[src/rtl/keypad_pkg.sv]
`default_nettype none
// ============================================================================
// Module  : keypad_pkg
// Purpose : Shared definitions for the 4x3 telephone keypad scan interface.
//           Key code constants, one-hot column/row encodings, the responder
//           state type and the key code to (column, row) lookup. Shared
//           with the keypad scanner.
// Ports   : none (package)
// Rev     : 1.0  initial release
// ============================================================================
package keypad_pkg;

  localparam logic [3:0] KEY_STAR = 4'd10;
  localparam logic [3:0] KEY_HASH = 4'd11;

  localparam logic [2:0] COL1 = 3'b001;
  localparam logic [2:0] COL2 = 3'b010;
  localparam logic [2:0] COL3 = 3'b100;

  localparam logic [3:0] ROW1 = 4'b0001;
  localparam logic [3:0] ROW2 = 4'b0010;
  localparam logic [3:0] ROW3 = 4'b0100;
  localparam logic [3:0] ROW4 = 4'b1000;

  typedef enum logic [1:0] {
    IDLE    = 2'd0,
    PRESS   = 2'd1,
    RELEASE = 2'd2
  } key_state_t;

  typedef struct packed {
    logic       valid;
    logic [2:0] col;
    logic [3:0] row;
  } key_pos_t;

  // Layout: column 1 = 1,4,7,*  column 2 = 2,5,8,0  column 3 = 3,6,9,#
  function automatic key_pos_t key_to_colrow(input logic [3:0] code);
    key_pos_t pos;
    pos = '0;
    case (code)
      4'd1:     pos = '{1'b1, COL1, ROW1};
      4'd4:     pos = '{1'b1, COL1, ROW2};
      4'd7:     pos = '{1'b1, COL1, ROW3};
      KEY_STAR: pos = '{1'b1, COL1, ROW4};
      4'd2:     pos = '{1'b1, COL2, ROW1};
      4'd5:     pos = '{1'b1, COL2, ROW2};
      4'd8:     pos = '{1'b1, COL2, ROW3};
      4'd0:     pos = '{1'b1, COL2, ROW4};
      4'd3:     pos = '{1'b1, COL3, ROW1};
      4'd6:     pos = '{1'b1, COL3, ROW2};
      4'd9:     pos = '{1'b1, COL3, ROW3};
      KEY_HASH: pos = '{1'b1, COL3, ROW4};
      default:  pos = '0;
    endcase
    return pos;
  endfunction

endpackage
`default_nettype wire

[src/rtl/col_strobe_sync.sv]
`default_nettype none
// ============================================================================
// Module  : col_strobe_sync
// Purpose : Two-flop synchronizer for the scanner column strobes plus an
//           edge detector that pulses scan_evt for one cycle when the
//           synchronized strobe moves onto the latched key column.
// Ports   : ck        in   clock
//           rst_n     in   asynchronous active-low reset
//           col_in    in   raw column strobes from the scanner
//           key_col   in   one-hot column of the key being pressed
//           scan_evt  out  one-cycle pulse on entry into key_col
// Rev     : 1.0  initial release
// ============================================================================
module col_strobe_sync (
  input  logic       ck,
  input  logic       rst_n,
  input  logic [2:0] col_in,
  input  logic [2:0] key_col,
  output logic       scan_evt
);

  logic [2:0] sync1;
  logic [2:0] sync2;
  logic [2:0] prev;

  always_ff @(posedge ck or negedge rst_n) begin
    if (!rst_n) begin
      sync1 <= '0;
      sync2 <= '0;
      prev  <= '0;
    end else begin
      sync1 <= col_in;
      sync2 <= sync1;
      prev  <= sync2;
    end
  end

  // key_col is zero until a key is latched; never report an event then.
  // Illegal strobes (000, multi-hot) can never equal a one-hot key_col.
  assign scan_evt = (|key_col) && (sync2 == key_col) && (prev != key_col);

endmodule
`default_nettype wire

[src/rtl/keypad_matrix_responder.sv]
`default_nettype none
// ============================================================================
// Module  : keypad_matrix_responder
// Purpose : Switch-matrix emulation of a 4x3 telephone keypad. A requested
//           key is "pressed" for HOLD_SCANS scans of its column, then
//           released for GAP_SCANS scans before press_done. Row returns are
//           a zero-latency combinational function of the column strobes.
// Ports   : ck          in   clock
//           rst_n       in   asynchronous active-low reset
//           C   [2:0]   in   one-hot column strobes from the scanner
//           R   [3:0]   out  row returns (one-hot or zero)
//           key_code    in   0-9 digits, 10 '*', 11 '#', 12-15 invalid
//           key_valid   in   request strobe
//           key_ready   out  high in IDLE
//           busy        out  high in PRESS or RELEASE
//           press_done  out  one-cycle pulse at end of release gap
//           err         out  one-cycle pulse on invalid code or timeout
// Config  : KEYPAD_BOUNCE_EN - when defined, rows chatter for the first
//           BOUNCE_CYC cycles after entering PRESS or RELEASE.
// Rev     : 1.0  initial release
// ============================================================================
module keypad_matrix_responder
  import keypad_pkg::*;
#(
  parameter int HOLD_SCANS  = 4,
  parameter int GAP_SCANS   = 2,
  parameter int TIMEOUT_CYC = 65535,
  parameter int CNT_W       = 16
) (
  input  logic       ck,
  input  logic       rst_n,
  input  logic [2:0] C,
  output logic [3:0] R,
  input  logic [3:0] key_code,
  input  logic       key_valid,
  output logic       key_ready,
  output logic       busy,
  output logic       press_done,
  output logic       err
);

  localparam int                SCAN_W   = 8;
  localparam logic [SCAN_W-1:0] HOLD_LIM = SCAN_W'(HOLD_SCANS);
  localparam logic [SCAN_W-1:0] GAP_LIM  = SCAN_W'(GAP_SCANS);
  localparam logic [CNT_W-1:0]  TMO_LIM  = CNT_W'(TIMEOUT_CYC);

  key_state_t        state;
  key_state_t        state_nxt;
  logic [2:0]        key_col;
  logic [3:0]        key_row;
  logic [SCAN_W-1:0] scan_cnt;
  logic [SCAN_W-1:0] scan_cnt_inc;
  logic [CNT_W-1:0]  tmo_cnt;
  logic              scan_evt;
  logic              accept;
  logic              bad_code;
  logic              gap_done;
  logic              tmo_hit;
  logic [3:0]        row_gate;
  key_pos_t          req_pos;

  assign req_pos      = key_to_colrow(key_code);
  assign scan_cnt_inc = scan_cnt + 1'b1;

  col_strobe_sync u_sync (
    .ck       (ck),
    .rst_n    (rst_n),
    .col_in   (C),
    .key_col  (key_col),
    .scan_evt (scan_evt)
  );

  // State register
  always_ff @(posedge ck or negedge rst_n) begin
    if (!rst_n) state <= IDLE;
    else        state <= state_nxt;
  end

  // Next-state logic. A scan event has priority over a timeout landing on
  // the same cycle.
  always_comb begin
    state_nxt = state;
    accept    = 1'b0;
    bad_code  = 1'b0;
    gap_done  = 1'b0;
    tmo_hit   = 1'b0;
    case (state)
      IDLE: begin
        if (key_valid) begin
          if (req_pos.valid) begin
            accept    = 1'b1;
            state_nxt = PRESS;
          end else begin
            bad_code  = 1'b1;
          end
        end
      end
      PRESS: begin
        if (scan_evt) begin
          if (scan_cnt_inc == HOLD_LIM) state_nxt = RELEASE;
        end else if (tmo_cnt == TMO_LIM) begin
          tmo_hit   = 1'b1;
          state_nxt = IDLE;
        end
      end
      RELEASE: begin
        if (scan_evt) begin
          if (scan_cnt_inc == GAP_LIM) begin
            gap_done  = 1'b1;
            state_nxt = IDLE;
          end
        end else if (tmo_cnt == TMO_LIM) begin
          tmo_hit   = 1'b1;
          state_nxt = IDLE;
        end
      end
      default: state_nxt = IDLE;
    endcase
  end

  // Output logic. R follows C with no clock in the path, like a real switch.
  always_comb begin
    key_ready = (state == IDLE);
    busy      = (state == PRESS) || (state == RELEASE);
    row_gate  = ((state == PRESS) && (C == key_col)) ? key_row : 4'b0000;
  end

  // Latched key, counters and registered status pulses
  always_ff @(posedge ck or negedge rst_n) begin
    if (!rst_n) begin
      key_col    <= '0;
      key_row    <= '0;
      scan_cnt   <= '0;
      tmo_cnt    <= '0;
      press_done <= 1'b0;
      err        <= 1'b0;
    end else begin
      press_done <= gap_done;
      err        <= bad_code | tmo_hit;
      if (accept) begin
        key_col  <= req_pos.col;
        key_row  <= req_pos.row;
        scan_cnt <= '0;
        tmo_cnt  <= '0;
      end else if (busy) begin
        if (scan_evt) begin
          tmo_cnt  <= '0;
          // Restart the count when the hold phase hands over to the gap
          scan_cnt <= (state_nxt != state) ? '0 : scan_cnt_inc;
        end else if (tmo_cnt != '1) begin
          tmo_cnt  <= tmo_cnt + 1'b1;
        end
      end
    end
  end

`ifdef KEYPAD_BOUNCE_EN
  localparam int       BOUNCE_CYC = 64;
  localparam int       BOUNCE_PER = 8;
  localparam logic [6:0] BNC_LIM  = 7'(BOUNCE_CYC);
  localparam logic [2:0] PER_LIM  = 3'(BOUNCE_PER - 1);

  logic [6:0] bnc_cnt;
  logic [2:0] bnc_per;
  logic       bnc_bit;
  logic       bnc_enter;
  logic [3:0] bnc_mask;

  assign bnc_enter = (state_nxt != state) &&
                     ((state_nxt == PRESS) || (state_nxt == RELEASE));

  // Chatter starts closed on a press and open on a release
  always_ff @(posedge ck or negedge rst_n) begin
    if (!rst_n) begin
      bnc_cnt <= BNC_LIM;
      bnc_per <= '0;
      bnc_bit <= 1'b0;
    end else if (bnc_enter) begin
      bnc_cnt <= '0;
      bnc_per <= '0;
      bnc_bit <= (state_nxt == PRESS);
    end else if (bnc_cnt != BNC_LIM) begin
      bnc_cnt <= bnc_cnt + 1'b1;
      if (bnc_per == PER_LIM) begin
        bnc_per <= '0;
        bnc_bit <= ~bnc_bit;
      end else begin
        bnc_per <= bnc_per + 1'b1;
      end
    end
  end

  assign bnc_mask = (busy && (bnc_cnt != BNC_LIM)) ? {4{bnc_bit}} : 4'b1111;
  assign R        = row_gate & bnc_mask;
`else
  assign R        = row_gate;
`endif

endmodule
`default_nettype wire

[config.mk]
export PLATFORM = sky130hd
export DESIGN_NAME = keypad_matrix_responder
export DESIGN_NICKNAME = d
export VERILOG_FILES = /design/src/rtl/keypad_pkg.sv /design/src/rtl/col_strobe_sync.sv /design/src/rtl/keypad_matrix_responder.sv
export SDC_FILE = /design/constraint.sdc
export NUM_CORES = 1
export LEC_CHECK = 0
export ABC_AREA = 0
export BUFFER_PORTS_ARGS = -buffer_cell sky130_fd_sc_hd__buf_2
export CAP_MARGIN = 20
export CORE_MARGIN = 2
export CORE_UTILIZATION = 60
export CTS_CLUSTER_SIZE = 10
export DETAILED_ROUTE_END_ITERATION = 8
export PLACE_DENSITY = 0.77
export RECOVER_POWER = 100
export SYNTH_ARGS = -nofsm -noshare
export SYNTH_HDL_FRONTEND = slang
export SYNTH_SLANG_ARGS = --single-unit
[constraint.sdc]
create_clock -name ck -period 6.8 [get_ports ck]
set_clock_uncertainty 0.15 [all_clocks]
set_input_delay 0.68 -clock ck [delete_from_list [all_inputs] [get_ports ck]]
set_output_delay 0.68 -clock ck [all_outputs]
set_load 0.01 [all_outputs]
Yosys cells after proc, flatten, opt, wreduce, memory -nomap -nowiden
Memories as Yosys holds them, arrays and structs flattened.
Cells that the tools add are included.
W data, S select, Z words.

cells by class
  add/sub/neg operators = 2
  equality and inequality tests = 10
  multiplexer cells = 29
  bitwise gates (word level) = 1
  reduce and logical (&&, ||, !) cells = 12

operators with widths
  cell                     number
  $mux W16                 4
  $mux W8                  4
  $add A16 B1 Y16 const B  1
  $eq A16 B16 Y1 const B   1
  $ne A16 B16 Y1 const B   1
  $mux W2                  7
  $mux W1                  12
  $add A8 B1 Y8 const B    1
  $eq A8 B2 Y1 const B     1
  $eq A8 B3 Y1 const B     1
  $eq A3 B3 Y1             2
  $pmux W2 S3              1
  $mux W4                  1
  $reduce_and A2 Y1        2
  $reduce_bool A2 Y1       2
  $logic_and A1 B1 Y1      3
  $ne A3 B3 Y1             1
  $reduce_bool A3 Y1       1
  $reduce_or A3 Y1         1
  $eq A2 B1 Y1 const B     1
  $eq A2 B2 Y1 const B     1
  $logic_not A2 Y1         1
  $ne A2 B2 Y1             1
  $reduce_or A2 Y1         1
  other kinds (2)          2

word-level totals
  register bits after elaboration = 44
  memory bits (read-only) = 128
  input bits = 10
  output and inout port bits = 8
  word-level logic and storage cells = 65
  memories = 1

memory list
  name             depth  bits a word  rd ports  clocked after Yosys merged registers in  wr ports  line              source
  (no name shown)  16     8            1         0                                        0         keypad_pkg.sv:41  case (code)

Longest topological paths before layout
  depth after elaboration = 10
  depth in mapped cells = 9
  gate-level depth less buffers = 8

Hierarchy
Synthesis repeated with hierarchy kept, for this count alone.

second synthesis, totals
  cells, all modules = 265
  area total of the unflattened synthesis = 2529.9 µm²

by module, submodules not included
  module                   instances  cells each  area each (µm²)  seq. area each (µm²)
  keypad_matrix_responder  1          247         2233.4           875.8
  col_strobe_sync          1          18          296.5            225.2

Least setup slack after synthesis
No wires, ideal clock.

  path kind = register to register
  from = reg scan_cnt[2]
  to = reg scan_cnt[4]
  setup time = 140 ps
  arrival time = 2404 ps
  required time = 6510 ps
  path slack = 4106 ps
  cell stages (with the launch flop) = 10
  path buffers = 2
  period minus slack after synthesis = 2694 ps
  cells stage by stage = dfrtp_1 -> buf_6 -> and4_4 -> a211o_1 -> a2111o_1 -> or4_1 -> o311a_1 -> buf_6 -> a41oi_1 -> a31oi_1

between the ends
  longest elaborated chain between the ends = 10
  elaborated cells between the ends (all ways) = 13
  those cells by class = add/sub (1); eq/ne (3); mux (9)

ends and longest elaborated chain
  item                                          line                                                            source
  start, declared                               keypad_matrix_responder.sv:51                                   logic [SCAN_W-1:0] scan_cnt;
  start signal, assigned                        keypad_matrix_responder.sv:149                                  scan_cnt <= (state_nxt != state) ? '0 : scan_cnt_inc;
  $add A8 B1 Y8 (*)                             keypad_matrix_responder.sv:63                                   assign scan_cnt_inc = scan_cnt + 1'b1;
  $eq A8 B2 Y1 or $eq A8 B3 Y1 (tied branches)  keypad_matrix_responder.sv:108, keypad_matrix_responder.sv:100
  $mux W2, on equally long branches             keypad_matrix_responder.sv:108, keypad_matrix_responder.sv:100
  $mux W2, on equally long branches             keypad_matrix_responder.sv:107, keypad_matrix_responder.sv:99
  $pmux W2 S3                                   keypad_matrix_responder.sv:87                                   case (state)
  $ne A2 B2 Y1                                  keypad_matrix_responder.sv:149
  $mux W8 (*)                                   keypad_matrix_responder.sv:149
  $mux W8 (*)                                   keypad_matrix_responder.sv:146                                  if (scan_evt) begin
  $mux W8 (*)                                   keypad_matrix_responder.sv:145                                  end else if (busy) begin
  $mux W8 (*)                                   keypad_matrix_responder.sv:140                                  if (accept) begin

Every way passes the cells marked *; elsewhere a longest branch is shown, timed or not. The select of a mux whose other input is x is not followed.
A chain may end at the register's enable or synchronous reset.

Worst setup path after layout
  from = reg tmo_cnt[0]
  to = reg tmo_cnt[11]

between the ends
  longest elaborated chain between the ends = 5
  elaborated cells between the ends (all ways) = 8
  those cells by class = add/sub (1); eq/ne (1); mux (4); reduce/logical (2)

ends and longest elaborated chain
  item                    line                            source
  start, declared         keypad_matrix_responder.sv:53   logic [CNT_W-1:0] tmo_cnt;
  start signal, assigned  keypad_matrix_responder.sv:151  tmo_cnt <= tmo_cnt + 1'b1;
  $add A16 B1 Y16         keypad_matrix_responder.sv:151
  $mux W16                keypad_matrix_responder.sv:150  end else if (tmo_cnt != '1) begin
  $mux W16                keypad_matrix_responder.sv:146
  $mux W16                keypad_matrix_responder.sv:145
  $mux W16                keypad_matrix_responder.sv:140

Several ways; a longest one is shown, not always the timed one. The select of a mux whose other input is x is not followed.

==> metrics.txt <==
# TYPE chip_impl_metric gauge
chip_impl_metric{name="achievable-frequency",unit="GHz"} 0.299
chip_impl_metric{name="initial_utilization",unit=""} 0.639
chip_impl_metric{name="share_of_power_burned_in_registers",unit=""} 0.426
chip_impl_metric{name="finalMaxSlewViolations",unit=""} 42
chip_impl_metric{name="first_global_vias",unit=""} 1874
chip_impl_metric{name="antenna_found_initial",unit=""} 0
chip_impl_metric{name="syn-cell-area",unit="mm²"} 0.00261
chip_impl_metric{name="clk_sinks",unit=""} 44
chip_impl_metric{name="post_route_setup_tns",unit="ps"} 0
chip_impl_metric{name="layout-drive-gt1-share",unit=""} 0.0874
chip_impl_metric{name="post-cts-setup-buffer-count",unit=""} 0
chip_impl_metric{name="postSynth.asyncResetShare",unit=""} 1.00
chip_impl_metric{name="required_time_at_the_worst_slack_endpoint",unit="ps"} 6850
chip_impl_metric{name="worst_ir_drop_vdd",unit="V"} 0.000198
chip_impl_metric{name="clockBufferDepth",unit=""} 2
chip_impl_info{name="cp_slowest_cell",value="a21oi_1"} 1
chip_impl_metric{name="setup_viol",unit=""} 0
chip_impl_info{name="synth_flop_cell",value="dfrtp_1"} 1
chip_impl_metric{name="drt-initial-drc-count",unit=""} 129
chip_impl_metric{name="timing_worst_slew_pin_value",unit="ps"} 2140
chip_impl_metric{name="clock_tree.htree_level_count",unit=""} 2
chip_impl_metric{name="globalplace.congestion",unit=""} 0.861
chip_impl_metric{name="final_period_minus_worst_setup_slack",unit="ps"} 3350
chip_impl_metric{name="netSwitchingFraction",unit=""} 0.379
chip_impl_metric{name="timing.critical_path.buf_inv",unit=""} 0
chip_impl_metric{name="netlist_instances",unit=""} 274
chip_impl_metric{name="num_vias",unit=""} 1965
chip_impl_metric{name="design_power_total",unit="mW"} 0.817
chip_impl_metric{name="final_area",unit="mm²"} 0.00275
chip_impl_metric{name="worst-endpoint-arrival",unit="ps"} 3400
chip_impl_metric{name="count_of_endpoints_failing_hold_in_the_final_timing_report",unit=""} 0
chip_impl_metric{name="synth.yosys.warnings",unit=""} 0
chip_impl_info{name="critical_path.startpoint_type",value="flip-flop"} 1
chip_impl_info{name="critical-path-top-delay-family",value="compound AO/OA/AOI/OAI gates"} 1
chip_impl_metric{name="row_count",unit=""} 23
chip_impl_metric{name="n_antenna_cell",unit=""} 0
chip_impl_metric{name="layoutNonFillerInstCount",unit=""} 336
chip_impl_metric{name="grt_max_degree",unit=""} 45
chip_impl_metric{name="cts_inserted_buffers",unit=""} 5
chip_impl_info{name="crit_top_cell",value="nand2_1"} 1
chip_impl_metric{name="finalNetCount",unit=""} 307
chip_impl_metric{name="clock_insertion_delay_at_the_later_pin_of_the_skew_report",unit="ps"} 300
chip_impl_info{name="critPathKind",value="reg -> reg"} 1
chip_impl_metric{name="comb_power_share",unit=""} 0.334
chip_impl_metric{name="routed_wl",unit="µm"} 4710
chip_impl_metric{name="dpl-instance-area",unit="mm²"} 0.00267
chip_impl_info{name="synth_top_cell_by_area",value="dfrtp_1"} 1
chip_impl_metric{name="dp.final_hpwl",unit="µm"} 3370
chip_impl_metric{name="grt_pass1_wl",unit="µm"} 8290
chip_impl_info{name="tritoncts",value="yes"} 1
chip_impl_metric{name="portBuffers",unit=""} 17
chip_impl_metric{name="chipWidth",unit="µm"} 70.0
chip_impl_metric{name="p_r_area_growth_vs_syn",unit="%"} 5.27
chip_impl_metric{name="placement.setup.worst_slack",unit="ps"} 3840
chip_impl_metric{name="clkPwrFrac",unit=""} 0.240
chip_impl_metric{name="post-route-worst-setup-slack",unit="ps"} 3450
chip_impl_metric{name="cts_hold_buffers",unit=""} 0
chip_impl_metric{name="vias_per_cell",unit=""} 5.85
chip_impl_metric{name="cpPeakStageDelay",unit="ps"} 1090
chip_impl_metric{name="crit_path_max_fanout",unit=""} 20
chip_impl_metric{name="clkSlewWorstSetupHoldPaths",unit="ps"} 80
chip_impl_metric{name="num_io_pins",unit=""} 18
chip_impl_info{name="failed_checks",value="max-capacitance violations, max-slew violations"} 1
chip_impl_metric{name="sequential_share_of_the_synthesized_area",unit=""} 0.422
chip_impl_metric{name="drtPass1Iterations",unit=""} 4
chip_impl_info{name="run_status",value="complete, but fails checks"} 1
chip_impl_metric{name="drc",unit=""} 0
chip_impl_metric{name="die_height",unit="µm"} 70.0
chip_impl_metric{name="numPlacedInstances",unit=""} 327
chip_impl_metric{name="layout_worst_path_cycle_share",unit=""} 0.493
chip_impl_metric{name="yosys.cell_types.count",unit=""} 58
chip_impl_metric{name="drt-wirelength-per-cell",unit="µm"} 14.0
chip_impl_metric{name="cts-resized-gates",unit=""} 0
chip_impl_metric{name="power.density",unit="mW/mm²"} 298
chip_impl_metric{name="max-cap-violations",unit=""} 1
chip_impl_metric{name="num-fill-cells",unit=""} 348
chip_impl_metric{name="max_slew_margin",unit=""} -0.424
chip_impl_metric{name="die_area",unit="mm²"} 0.00489
chip_impl_info{name="setup_repair_after_global_routing_missed_its_margin",value="false"} 1
chip_impl_metric{name="grt_overflow_total",unit=""} 0
chip_impl_metric{name="p_leak",unit="nW"} 1.17
chip_impl_metric{name="synth_top_area_share",unit=""} 0.422
chip_impl_metric{name="synth.ff_latch_count",unit=""} 44
chip_impl_info{name="min_path_type",value="in -> async"} 1
chip_impl_info{name="worstSetupEndpointType",value="flip-flop"} 1
chip_impl_metric{name="gr-usage-all-layers",unit=""} 0.209
chip_impl_info{name="crit_path_cell_trace",value="ha_1, nand2_1, nor4_1, o2111ai_1, a21oi_1, nor3_1, nand2_1, a21bo_2"} 1
chip_impl_info{name="ctsRootBufferMaster",value="clkbuf_8"} 1
chip_impl_metric{name="coreArea",unit="mm²"} 0.00409
chip_impl_metric{name="power.internal",unit="mW"} 0.507
chip_impl_metric{name="p_sw",unit="mW"} 0.310
chip_impl_info{name="ys_top_cells_by_area",value="dfrtp_1, ha_1, nand2_1"} 1
chip_impl_metric{name="mappedNetlistNets",unit=""} 296
chip_impl_metric{name="route.antenna.remaining_nets",unit=""} 0
chip_impl_metric{name="synthesis.area_per_instance",unit="µm²"} 9.53
chip_impl_metric{name="synth_enable_flop_cells",unit=""} 0
[worst register-to-register path, stage by stage, from the launching register on]
cell and delay [ps]:
dfrtp_1 380, ha_1 190, nand2_1 150, nor4_1 420
o2111ai_1 390, a21oi_1 1090, nor3_1 160, nand2_1 100
a21bo_2 210
[per-layer routing]
| layer | up-vias | GRT usage | routed length (µm) |
|---|---|---|---|
| li1 | 998 | - | - |
| met1 | 919 | 0.290 | 2370 |
| met2 | 40 | 0.330 | 2070 |
| met3 | 8 | 0.0303 | 186 |
| met4 | 0 | 0.0791 | 85 |
| met5 | - | 0 | 0 |
[power by group through the flow]
| stage | clock (mW) | sequential (mW) | combinational [mW] |
|---|---|---|---|
| after detailed placement | 0 | 0.354 | 0.281 |
| after floorplan | 0 | 0.331 | 0.250 |
| after global placement | 0 | 0.352 | 0.278 |
| after global routing | 0.209 | 0.357 | 0.311 |
| final | 0.196 | 0.348 | 0.273 |
| after CTS | 0.202 | 0.348 | 0.283 |
[metrics by stage]
stage	hold slack, ps	util
finish	38.6	0.672
global route	55.0	0.672
CTS	209	0.680
detailed placement	190	0.653
global placement	182	0.653
floorplan	181	-
[sequential cells by signal, indices dropped and copies added (netlist names)]
name	count
tmo_cnt	16
scan_cnt	8
key_row	4
key_col	3
u_sync.prev	3
u_sync.sync1	3
u_sync.sync2	3
state	2
err	1
press_done	1
[layout make-up]
cell class,instances,area (µm²),area share
Multi-Input combinational cell,204,1350,0.490
Sequential cell,44,1100,0.401
Timing Repair Buffer,19,85.1,0.0310
Clock buffer,5,68.8,0.0250
Tap cell,50,62.6,0.0228
Clock inverter,3,42.5,0.0155
Inverter,11,41.3,0.0150
[worst paths after layout]
| path | startpoint | endpoint | slack [ps] | depth (start not counted) |
|---|---|---|---|---|
| worst max-delay path | tmo_cnt[0] | tmo_cnt[11] | 3450 | 8 |
| worst min-delay path | rst_n | key_row[3] | 40 | 1 |
| min in group ck | u_sync.sync1[2] | u_sync.sync2[2] | 210 | 0 |
| worst max register to register | tmo_cnt[0] | tmo_cnt[11] | 3450 | 8 |
| max in group asynchronous | rst_n | tmo_cnt[9] | 4190 | 2 |
| worst min register to register | u_sync.sync1[2] | u_sync.sync2[2] | 210 | 0 |
[cell usage in the layout (no fill, tap or decap), types with 3 or more instances in the layout]
master and count:
mux2i_1 3, nand3_1 11, xor2_1 9, clkbuf_1 10, nor2_1 21, ha_1 12
and2_1 3, o31ai_1 3, o21a_1 3, xnor2_1 10, or4_1 3, nor3_1 9
buf_2 8, o2111ai_1 4, o21ai_0 14, inv_1 11, dfrtp_1 44, o22ai_1 4
nand2_1 31, clkbuf_8 5, nor4_1 4, nand4_1 6, or3_1 3, and2_0 3
a31oi_1 4, a21oi_1 9
[cells in the mapped netlist, types with 3 or more instances]
| cell | instances |
|---|---|
| o21ai_0 | 14 |
| a31oi_1 | 4 |
| ha_1 | 12 |
| inv_1 | 11 |
| and2_1 | 6 |
| o31ai_1 | 3 |
| xnor2_1 | 10 |
| o21a_1 | 3 |
| o2111ai_1 | 3 |
| nor3_1 | 9 |
| nor4_1 | 4 |
| clkbuf_1 | 8 |
| mux2i_1 | 3 |
| nor2_1 | 21 |
| a21oi_1 | 8 |
| nand3_1 | 10 |
| o22ai_1 | 4 |
| dfrtp_1 | 44 |
| nand2_1 | 31 |
| buf_6 | 5 |
| xor2_1 | 9 |
| nand4_1 | 6 |
| or3_1 | 3 |
[cell families after synthesis]
group | synth area share
adders and majority gates | 0.0575
and+or+nand+nor | 0.220
DFF | 0.422
buffers and inverters | 0.0527
AOI/OAI and AO/OA | 0.173
xor gates and xnor gates | 0.0638
muxes | 0.0115
Note: power is estimated with default switching activity, not from simulation.
